**src/rtl/pred_tap_accum_pkg.sv**
```systemverilog
// Shared constants, types and helpers for the prediction tap accumulator.
package pred_tap_accum_pkg;

  localparam int unsigned PRED_SHIFT     = 6;
  localparam int unsigned PRED_ROUND     = 1 << (PRED_SHIFT - 1);
  localparam int unsigned PRED_BIT_DEPTH = 8;
  localparam int unsigned PRED_N_SAMPLES = 32;

  localparam int unsigned TAP_W  = 16;
  localparam int unsigned PAIR_W = 17;
  localparam int unsigned SUM_W  = 19;

  typedef logic signed [TAP_W-1:0]  tap_t;
  typedef logic signed [PAIR_W-1:0] pair_t;
  typedef logic signed [SUM_W-1:0]  sum_t;

  // Stage-1 register contents: pairwise tap sums plus the block-end marker.
  typedef struct packed {
    logic  valid;
    logic  last;
    pair_t s01;
    pair_t s23;
  } s1_t;

  function automatic int unsigned clip_max(input int unsigned bit_depth);
    return (1 << bit_depth) - 1;
  endfunction

  localparam int unsigned PRED_CLIP_MAX = clip_max(PRED_BIT_DEPTH);

  // Sign-extending pairwise add; cannot overflow in PAIR_W bits.
  function automatic pair_t pair_add(input tap_t a, input tap_t b);
    return pair_t'(a) + pair_t'(b);
  endfunction

endpackage

```
**src/rtl/pred_round_clip.sv**
```systemverilog
// Combinational round-to-nearest, arithmetic shift and clip of the final tap sum.
module pred_round_clip
  import pred_tap_accum_pkg::*;
#(
  parameter int unsigned SHIFT     = PRED_SHIFT,
  parameter int unsigned BIT_DEPTH = PRED_BIT_DEPTH
) (
  input  pair_t                s01,
  input  pair_t                s23,
  output logic [BIT_DEPTH-1:0] sample
);

  localparam sum_t ROUND    = sum_t'(2 ** (SHIFT - 1));
  localparam sum_t CLIP_MAX = sum_t'(clip_max(BIT_DEPTH));

  sum_t t_sum;
  sum_t t_shr;

  always_comb begin
    t_sum = sum_t'(s01) + sum_t'(s23) + ROUND;
    t_shr = t_sum >>> SHIFT;
    if (t_shr[SUM_W-1]) begin
      sample = '0;
    end else if (t_shr > CLIP_MAX) begin
      sample = CLIP_MAX[BIT_DEPTH-1:0];
    end else begin
      sample = t_shr[BIT_DEPTH-1:0];
    end
  end

endmodule

```
**src/rtl/pred_tap_accum.sv**
```systemverilog
// Two-stage tap-product accumulator producing clipped predicted samples with block-end marking.
module pred_tap_accum
  import pred_tap_accum_pkg::*;
#(
  parameter int unsigned N_SAMPLES = PRED_N_SAMPLES,
  parameter int unsigned BIT_DEPTH = PRED_BIT_DEPTH,
  parameter int unsigned SHIFT     = PRED_SHIFT
) (
  input  logic                 clk,
  input  logic                 rst_n,
  input  logic                 in_valid,
  output logic                 in_ready,
  input  logic signed [15:0]   p0,
  input  logic signed [15:0]   p1,
  input  logic signed [15:0]   p2,
  input  logic signed [15:0]   p3,
  output logic                 out_valid,
  input  logic                 out_ready,
  output logic [BIT_DEPTH-1:0] out_sample,
  output logic                 out_last,
  output logic                 busy
);

  localparam int unsigned IDX_W = (N_SAMPLES > 1) ? $clog2(N_SAMPLES) : 1;
  localparam logic [IDX_W-1:0] IDX_LAST = IDX_W'(N_SAMPLES - 1);

  s1_t                  s1_q;
  logic [IDX_W-1:0]     idx_q;
  logic                 out_valid_q;
  logic                 out_last_q;
  logic [BIT_DEPTH-1:0] out_sample_q;
  logic [BIT_DEPTH-1:0] rc_sample;
  logic                 advance;
  logic                 in_xfer;

  // Global stall: the whole pipe moves only when the output slot can drain.
  always_comb begin
    advance = !out_valid_q || out_ready;
    in_xfer = in_valid && advance;
  end

  assign in_ready   = advance;
  assign out_valid  = out_valid_q;
  assign out_last   = out_last_q;
  assign out_sample = out_sample_q;
  assign busy       = s1_q.valid || out_valid_q;

  always_ff @(posedge clk or negedge rst_n) begin
    if (!rst_n) begin
      idx_q <= '0;
    end else if (in_xfer) begin
      idx_q <= (idx_q == IDX_LAST) ? '0 : idx_q + 1'b1;
    end
  end

  always_ff @(posedge clk or negedge rst_n) begin
    if (!rst_n) begin
      s1_q <= '0;
    end else if (advance) begin
      s1_q.valid <= in_valid;
      if (in_valid) begin
        s1_q.last <= (idx_q == IDX_LAST);
        s1_q.s01  <= pair_add(p0, p1);
        s1_q.s23  <= pair_add(p2, p3);
      end
    end
  end

  pred_round_clip #(
    .SHIFT     (SHIFT),
    .BIT_DEPTH (BIT_DEPTH)
  ) u_round_clip (
    .s01    (s1_q.s01),
    .s23    (s1_q.s23),
    .sample (rc_sample)
  );

  always_ff @(posedge clk or negedge rst_n) begin
    if (!rst_n) begin
      out_valid_q  <= 1'b0;
      out_last_q   <= 1'b0;
      out_sample_q <= '0;
    end else if (advance) begin
      out_valid_q <= s1_q.valid;
      if (s1_q.valid) begin
        out_last_q   <= s1_q.last;
        out_sample_q <= rc_sample;
      end
    end
  end

endmodule

```
**config.mk**
```make
export PLATFORM = sky130hd
export DESIGN_NAME = pred_tap_accum
export DESIGN_NICKNAME = d
export VERILOG_FILES = /design/src/rtl/pred_tap_accum_pkg.sv /design/src/rtl/pred_round_clip.sv /design/src/rtl/pred_tap_accum.sv
export SDC_FILE = /design/constraint.sdc
export NUM_CORES = 1
export LEC_CHECK = 0
export BUFFER_PORTS_ARGS = -buffer_cell sky130_fd_sc_hd__buf_4
export CAP_MARGIN = 20
export CORE_MARGIN = 4
export CORE_UTILIZATION = 45
export DETAILED_ROUTE_END_ITERATION = 10
export PLACE_DENSITY = 0.66
export SKIP_CTS_REPAIR_TIMING = 1
export SYNTH_ARGS = -nofsm -noshare
export SYNTH_HDL_FRONTEND = slang
export SYNTH_HIERARCHICAL = 1
export SYNTH_SLANG_ARGS = --single-unit
```
**constraint.sdc**
```tcl
create_clock -name clk -period 4.9 [get_ports clk]
set_clock_uncertainty 0.05 [all_clocks]
set_input_delay 0.245 -clock clk [delete_from_list [all_inputs] [get_ports clk]]
set_output_delay 0.245 -clock clk [all_outputs]
set_load 0.03 [all_outputs]
```
==> metrics.cfg, run 1 <==
[power_and_ir_drop]
powerDensity_mw_per_mm2 = 381
totalPowerFinal_w = 0.00204
ir_drop_mv = 0.239
leakage_nw = 2.53

[global_routing]
grt.overflow.total = 0
track_usage_pct = 19.0
antenna_found_initial = 0
grt_pass1_wl_microns = 18300
grt_max_degree = 53
grt_pass1_vias = 4000

[place]
numPortBuffers = 79
gp_congestion = 0.881
dpl_worst_slack_ps = 1720
placed_cell_area_sq_mm = 0.00526
place_hpwl_microns = 8630

[worst_setup_path]
crit_chain = inv_1 > ha_1 > inv_1 > ha_1 > a21oi_1 > o21a_1 > a211o_1 > nand2_2 > a211o_1 > a2111oi_4 > a31oi_1 > mux2_2
critical_path.max_stage_delay_ps = 570
path_class = reg -> reg
start_kind = register
cp_data_required_time_ps = 5050
regToRegSetupSlack_ps = 1700
cpMaxStageDelayCell = a2111oi_4
cp-end-kind = register
arrival_ps = 3350
cp_max_fo = 8
crit_buf_inv = 2
path_delay_family = compound AO/OA/AOI/OAI gates

[floorplanning]
die-area_sq_mm = 0.0119
rows = 36
coreArea_sq_mm = 0.00986
initial_core_util_pct = 46.5
pin_count = 80
die_w_microns = 109
die_h_microns = 109

[sta]
finalSetupTns_ps = 0
fmax_mhz = 312
tightest_slew_ps = 891
timing.slew.headroom_pct = 40.1
rsz0062_at_grt = false
fin_hold_ws_ps = 192
slew_viol_final = 0
finalHoldViolations = 0
setup_ws_ps = 1700
finalWorstPathRequiredPeriod_ps = 3200
finalCritPeriodShare_pct = 65.4
setup_viol = 0

[outcome]
status = completed

[detailed_routing]
routedWlPerCell_microns = 14.9
ant_nets = 0
vias = 4066
drt_iter0_drc = 247
drc = 0
wl_microns = 10700
drtPass1Iterations = 5
avgViaCountPerCell = 5.68

[clock_tree]
cts_root_buffer = clkbuf_8
clkTransAtPathRegs_ps = 100
clk_latency_ps = 310
cts_made_buffers = 5
clock_path_buffers = 2
clock-sinks = 51
cts_tree = built
h-tree-depth = 2

[synthesis]
ys.warnings.count = 6
synthesis.area_sq_mm = 0.00459
ys_ff_latch = 51
synth_edf_count = 0
synth_nets = 650
yosys.cell_types.count = 66
synth_area_per_cell_sq_um = 8.93
yosys_most_used_dff = dfrtp_1
async_flop_share_pct = 100
syn_inst = 514
synth-seq-area-share_pct = 27.8

[finish]
diodes = 0
drive_above_1_share_pct = 20.2
fin_area_sq_mm = 0.00535
syn_to_final_growth_pct = 16.6
nets = 718

[worst_hold_path]
hp-class = in -> reg

[job]
maxCapViolCount = 0

==> registers in the layout (all words and copies together), names as in the netlist <==
register	flops
idx_q	5
out_last	1
out_sample	8
out_valid	1
s1_q	36
==> per-layer routing <==
| layer | part of all wire (%) | GRT usage, % | vias to the layer above |
|---|---|---|---|
| met3 | 3.9 | 2.43 | 17 |
| met5 | 0 | 0 | - |
| met4 | 2.1 | 5.32 | 0 |
| met2 | 48 | 32.1 | 97 |
| li1 | - | - | 2067 |
| met1 | 46 | 25.5 | 1885 |
==> cell type report <==
| class | instances | area, sq um |
|---|---|---|
| clock buffer | 5 | 68.8 |
| clock inverter | 3 | 18.8 |
| fill | 895 | 4510 |
| inverter | 10 | 37.5 |
| multi-input combinational | 433 | 3170 |
| sequential | 51 | 1280 |
| tap | 133 | 166 |
| timing repair buffer | 81 | 611 |
==> final timing paths <==
check	from	end	depth (start not counted)
min in group asynchronous	rst_n	s1_q[18]$_DFFE_PN0P_	2
max	s1_q[22]$_DFFE_PN0P_	out_sample[7]$_DFFE_PN0P_	12
max in group asynchronous	rst_n	s1_q[32]$_DFFE_PN0P_	2
min	p3[0]	s1_q[0]$_DFFE_PN0P_	4
max reg2reg	s1_q[22]$_DFFE_PN0P_	out_sample[7]$_DFFE_PN0P_	12
min reg2reg	s1_q[34]$_DFFE_PN0P_	s1_q[34]$_DFFE_PN0P_	2
==> cells by family (layout without fill, tap and decap cells) <==
family | after synthesis | after routing | share of synthesized area, %
compound gates | 153 | 153 | 23.5
xor+xnor | 24 | 24 | 4.58
fa+ha+maj | 68 | 68 | 18.9
buf+inv | 30 | 99 | 3.13
flops | 51 | 51 | 27.8
mux | 10 | 10 | 2.45
simple gates | 178 | 178 | 19.6
==> cells in the final DEF (no fill, tap or decap), types with 6 or more instances in the layout <==
cell type  count
xor2_1        13
nor2_1        22
o21a_1         9
xnor2_1       11
a31oi_1       14
nand3_1       17
inv_1         10
nand2_1       68
nor2b_1        6
o21ai_0       29
nand4_1       13
ha_1          66
dfrtp_1       51
buf_4         80
mux2_2        10
a21o_1        11
a211o_1        6
a21oi_1       36
nor3_1        14
==> power breakdown <==
group | total [W] | internal [W] | leakage (nW) | switching, W
Sequential | 0.000621 | 0.000540 | 0.617 | 0.0000808
Clock | 0.000246 | 0.000101 | 0.0483 | 0.000145
Combinational | 0.00117 | 0.000511 | 1.86 | 0.000659
==> worst min-delay path, stage by stage <==
cell     delay, ps
buf_4           80
ha_1           110
nand2_1         50
nand2_1         50
==> synthesized netlist by cell type, drive strengths merged, types with 3 or more instances <==
cell type / number / share of area, %
and3: 8 / 1.3
nand4: 13 / 1.8
inv: 10 / 0.82
o211ai: 4 / 0.76
a211oi: 4 / 0.76
a221oi: 3 / 0.95
ha: 66 / 18
o21ai: 33 / 3.6
xnor2: 11 / 2.1
a211o: 6 / 1.1
a31oi: 14 / 1.9
xor2: 13 / 2.5
nand2: 72 / 6.2
nand3: 17 / 1.9
a21oi: 36 / 3.9
nor3: 14 / 1.5
or2: 6 / 0.82
mux2: 10 / 2.5
dfrtp: 51 / 28
clkbuf: 5 / 0.41
o21bai: 5 / 0.90
and4: 3 / 0.57
a2111oi: 3 / 0.98
or3: 4 / 0.54
nor2: 22 / 1.8
buf: 15 / 1.9
o21a: 9 / 1.5
nor2b: 6 / 0.82
o31ai: 6 / 1.1
nand2b: 3 / 0.41
a311oi: 3 / 0.57
a21o: 11 / 1.8
==> metrics by stage <==
stage               cells  util [%]
floorplan             514         -
global placement      707      53.3
detailed placement    707      53.3
CTS                   715      54.2
global route          716      54.3
finish                716      54.3
Note: power is estimated with default switching activity, not from simulation.
==> run 2: changes to the inputs <==
Settings changed: ABC_AREA from default to 1.
Clock period 4.9 ns to 3.3 ns, I/O delays scaled along.
==> metrics.cfg, run 2 <==
[worst_setup_path]
cp-end-kind = register
start_kind = register
rr_worst_depth = 13
cp_data_required_time_ps = 3420
path_class = reg -> reg
arrival_ps = 2790
cp_max_fo = 8

[synthesis]
synth_nets = 931
synth.top_cell.area_share_pct = 24.6
ys_ff_latch = 51
yosys_most_used_dff = dfrtp_1
synth_common_cells = nand2_1 (316), inv_1 (128), ha_1 (66)
synth_top_area_cell = dfrtp_1
yosys.cell_types.count = 31
synthesis.area_sq_mm = 0.00518
synth_area_per_cell_sq_um = 6.52
synth_edf_count = 0
yosysMostFrequentCell = nand2_1
ys.warnings.count = 6
synth_area_leaders = dfrtp_1 (25%), nand2_1 (23%), ha_1 (16%)
synth-seq-area-share_pct = 24.6
async_flop_share_pct = 100
syn_inst = 795

[finish]
fin_cells = 1015
diodes = 0
max_flop_register = s1_q
largest_reg_flops = 36
fin_util_pct = 54.9
syn_to_final_growth_pct = 16.8
mostFrequentLayoutCells = nand2_1 (316), inv_1 (128), buf_4 (79), ha_1 (66), dfrtp_1 (51)
final_common_cell = nand2_1
nets = 1010
multi_input_area_sq_mm = 0.00336
seqCellArea_sq_mm = 0.00128
nFillCells = 1115
drive_above_1_share_pct = 14.3

[clock_tree]
cts_tree = built
clock-sinks = 51
clock_path_buffers = 2
clk_latency_ps = 290
h-tree-depth = 2
cts_made_buffers = 5
cts_root_buffer = clkbuf_16
clkTransAtPathRegs_ps = 70

[power_and_ir_drop]
seq_power_share_pct = 26.5
p_clk_share_pct = 14.6
powerDensity_mw_per_mm2 = 570
p_int_w = 0.00186
p_sw_share_pct = 46.1
power_frac_comb_pct = 59.0
p_sw_w = 0.00159
ir_drop_mv = 0.453
leakage_nw = 3.59

[global_routing]
track_usage_pct = 18.9
antenna_found_initial = 0
grt_pass1_vias = 4579
grt_max_degree = 52
grt_pass1_wl_microns = 20700
grt.overflow.total = 0

[place]
gp_congestion = 0.894
dp.cells = 1006
numPortBuffers = 79
place_hpwl_microns = 10000

[sta]
slew_viol_final = 0
rsz0062_at_grt = false
finalSetupTns_ps = 0
finalCritPeriodShare_pct = 80.8
setup_viol = 0
fmax_mhz = 375
tightest_slew_ps = 646
timing.slew.headroom_pct = 56.9
finalHoldViolations = 0
finalWorstPathRequiredPeriod_ps = 2670

[detailed_routing]
drc = 0
ant_nets = 0
routedWlPerCell_microns = 11.8
drt_iter0_drc = 310
drtPass1Iterations = 5
wl_microns = 12000
avgViaCountPerCell = 4.87
vias = 4940

[worst_hold_path]
hp-class = in -> reg
worstHoldPathCells = 4

[floorplanning]
die-area_sq_mm = 0.0133
initial_core_util_pct = 47.0
coreArea_sq_mm = 0.0110
rows = 38
die_w_microns = 115
die_h_microns = 115
pin_count = 80

[job]
maxCapViolCount = 0

[outcome]
status = completed

-- run 2: cell count changes after synthesis, moves of 8 or more --
cell	before	now
nand3_1	17	46
o21ai_0	29	14
xor2_1	13	0
inv_1	10	128
o21a_1	9	1
buf_2	13	5
a31oi_1	14	0
nor2_1	22	34
nand3b_1	1	9
a21o_1	11	0
nand2_1	69	316
nand2_2	2	17
-- run 2: worst paths after layout --
path	startpoint	end	slack, ps
max	s1_q[26]$_DFFE_PN0P_	out_sample[6]$_DFFE_PN0P_	630
min	p1[0]	s1_q[17]$_DFFE_PN0P_	120
max reg2reg	s1_q[26]$_DFFE_PN0P_	out_sample[6]$_DFFE_PN0P_	630
min reg2reg	s1_q[22]$_DFFE_PN0P_	s1_q[22]$_DFFE_PN0P_	440
max in group asynchronous	rst_n	s1_q[28]$_DFFE_PN0P_	2370
min in group asynchronous	rst_n	s1_q[33]$_DFFE_PN0P_	380
-- run 2: logic make-up after synthesis --
group | count (synthesis) | share of synthesized area [%]
adder cells (fa/ha/maj) | 68 | 16.7
multiplexers | 8 | 1.74
buffers and inverters | 140 | 10.5
AND/OR/NAND/NOR | 463 | 38.8
flip-flops | 51 | 24.6
AO/OA/AOI/OAI | 53 | 5.63
XOR/XNOR | 12 | 2.03
-- run 2: metrics by stage --
step,setup slack [ps],power [W],hold WS [ps],area (sq um)
finish,634,0.00345,124,6050
global route,415,0.00379,155,6050
CTS,634,0.00347,-119,6040
detailed placement,679,0.00295,193,5900
global placement,706,0.00292,182,5900
floorplan,942,0.00240,-181,5180
-- run 2: cell type report --
type | count | share of cell area [%]
clock buffers | 6 | 2.13
well taps | 140 | 2.89
repair buffers | 80 | 9.96
multi-input cells | 604 | 55.5
flip-flops and latches | 51 | 21.1
clock inverters | 2 | 0.207
inverters | 132 | 8.19
-- run 2: per-layer routing --
metal | vias to the layer above | global-route usage, % | share of wire (%)
met5 | - | 0 | 0
met2 | 97 | 31.6 | 46
met1 | 2191 | 26.8 | 49
met3 | 2 | 2.63 | 4.6
met4 | 0 | 1.96 | 0.16
li1 | 2650 | - | -
-- run 2: power groups by stage --
stage / registers (W) / clock network (W) / logic (W)
after floorplan: 0.00100 / 0 / 0.00140
after global placement: 0.000921 / 0 / 0.00200
after detailed placement: 0.000929 / 0 / 0.00202
after CTS: 0.000918 / 0.000522 / 0.00203
after global routing: 0.000939 / 0.000545 / 0.00231
final: 0.000913 / 0.000502 / 0.00203
-- run 2: worst max-delay path: stages, from the launching register on --
cell	delay [ps]
dfrtp_1	390
ha_1	300
ha_1	370
a21oi_1	260
nand2_1	120
a21oi_1	200
nand2_1	90
nand2_2	60
nand2_2	80
nor2_8	150
nand4_1	110
nand2_1	80
inv_1	40
mux2_2	250
==> run 3: changes to the inputs <==
Clock period 3.3 ns to 2.7 ns, I/O delays scaled along.
==> metrics.cfg, run 3 (synthesis results as in run 2) <==
[clock_tree]
clock-sinks = 51
clkTransAtPathRegs_ps = 70
clk_latency_ps = 290
cts_made_buffers = 5
cts_tree = built
cts_root_buffer = clkbuf_16
h-tree-depth = 2
clock_path_buffers = 2

[place]
numPortBuffers = 79
gp_congestion = 0.869
place_hpwl_microns = 10100
dp.cells = 1008

[finish]
max_flop_register = s1_q
seqCellArea_sq_mm = 0.00128
fin_util_pct = 56.8
syn_to_final_growth_pct = 21.0
final_common_cell = nand2_1
drive_above_1_share_pct = 17.7
largest_reg_flops = 36
fin_cells = 1020
nets = 1015
mostFrequentLayoutCells = nand2_1 (307), inv_1 (128), buf_4 (84), ha_1 (55), dfrtp_1 (51)
nFillCells = 1088
diodes = 0
multi_input_area_sq_mm = 0.00354

[power_and_ir_drop]
ir_drop_mv = 0.638
leakage_nw = 3.63
powerDensity_mw_per_mm2 = 721

[global_routing]
antenna_found_initial = 0
grt_pass1_vias = 4595
grt_max_degree = 52
grt.overflow.total = 0
track_usage_pct = 19.2
grt_pass1_wl_microns = 20900

[sta]
finalHoldViolations = 0
tightest_slew_ps = 655
finalWorstPathRequiredPeriod_ps = 2560
fmax_mhz = 390
slew_viol_final = 0
finalCritPeriodShare_pct = 94.9
timing.slew.headroom_pct = 56.4
fin_hold_ws_ps = 104
setup_viol = 0

[job]
maxCapViolCount = 0

[detailed_routing]
routedWlPerCell_microns = 12.2
drc = 0
vias = 5003
wl_microns = 12500
ant_nets = 0
avgViaCountPerCell = 4.90
drtPass1Iterations = 5
drt_iter0_drc = 300

[floorplanning]
die_w_microns = 115
pin_count = 80
die_h_microns = 115
die-area_sq_mm = 0.0133
rows = 38
coreArea_sq_mm = 0.0110
initial_core_util_pct = 47.0

[worst_setup_path]
cp-end-kind = register
cp_max_fo = 8
arrival_ps = 2680
cp_data_required_time_ps = 2820
path_class = reg -> reg
start_kind = register

[worst_hold_path]
hp-class = in -> reg

[outcome]
status = completed

==> run 3: changes by cell type in the layout (fill, tap and decap cells not counted), sizes merged <==
| cell | previous run | this run |
|---|---|---|
| buf | 79 | 84 |
==> run 3: per-stage QoR <==
stage	setup TNS (ps)	worst slack, ps	power, W	instance area, sq um
final	0	137	0.00452	6270
after global routing	-274	-60.9	0.00493	6270
after CTS	0	57.0	0.00426	6060
after detailed placement	0	84.3	0.00361	5920
after global placement	0	112	0.00358	5920
after floorplan	0	342	0.00294	5180
==> run 3: critical path, stage by stage, from the launching register on <==
cell and delay (ps):
dfrtp_1 370, inv_1 70, ha_1 270, inv_1 60
ha_4 290, nand2_1 70, nor2_1 80, nand2_1 100
nand3_4 100, nand2_1 70, nand2_2 110, nand2_2 70
nand2_2 80, nand2_4 70, nand2_4 110, nand4_1 100
nand2_1 70, inv_1 40, mux2_2 250
==> run 3: path summary, 6_finish.rpt <==
check	slack (ps)	cells after the start	endpoint	from
setup reg to reg	140	18	out_sample[1]$_DFFE_PN0P_	s1_q[5]$_DFFE_PN0P_
min in group asynchronous	360	2	s1_q[31]$_DFFE_PN0P_	rst_n
hold / removal	100	4	s1_q[17]$_DFFE_PN0P_	p1[0]
hold reg to reg	440	2	s1_q[9]$_DFFE_PN0P_	s1_q[9]$_DFFE_PN0P_
setup / recovery	140	18	out_sample[1]$_DFFE_PN0P_	s1_q[5]$_DFFE_PN0P_
max in group asynchronous	1780	2	out_valid$_DFFE_PN0N_	rst_n
==> run 3: layer usage <==
metal	up-vias	track usage, %	part of all wire (%)
li1	2657	-	-
met4	0	2.58	0.67
met2	88	31.8	46
met1	2252	27.4	49
met3	6	2.58	3.8
met5	-	0	0
==> run 3: where the power goes <==
part / total (W) / leakage (nW) / internal, W / switching [W]
Sequential: 0.00112 / 0.619 / 0.000982 / 0.000139
Clock: 0.000614 / 0.0669 / 0.000342 / 0.000272
Combinational: 0.00279 / 2.94 / 0.00113 / 0.00165
==> run 3: cell type report <==
type	count	area share, %
inverter	132	7.90
clock buffer	6	2.06
multi-input combinational	604	56.5
timing repair buffer	85	10.2
tap	140	2.79
sequential	51	20.4
clock inverter	2	0.200
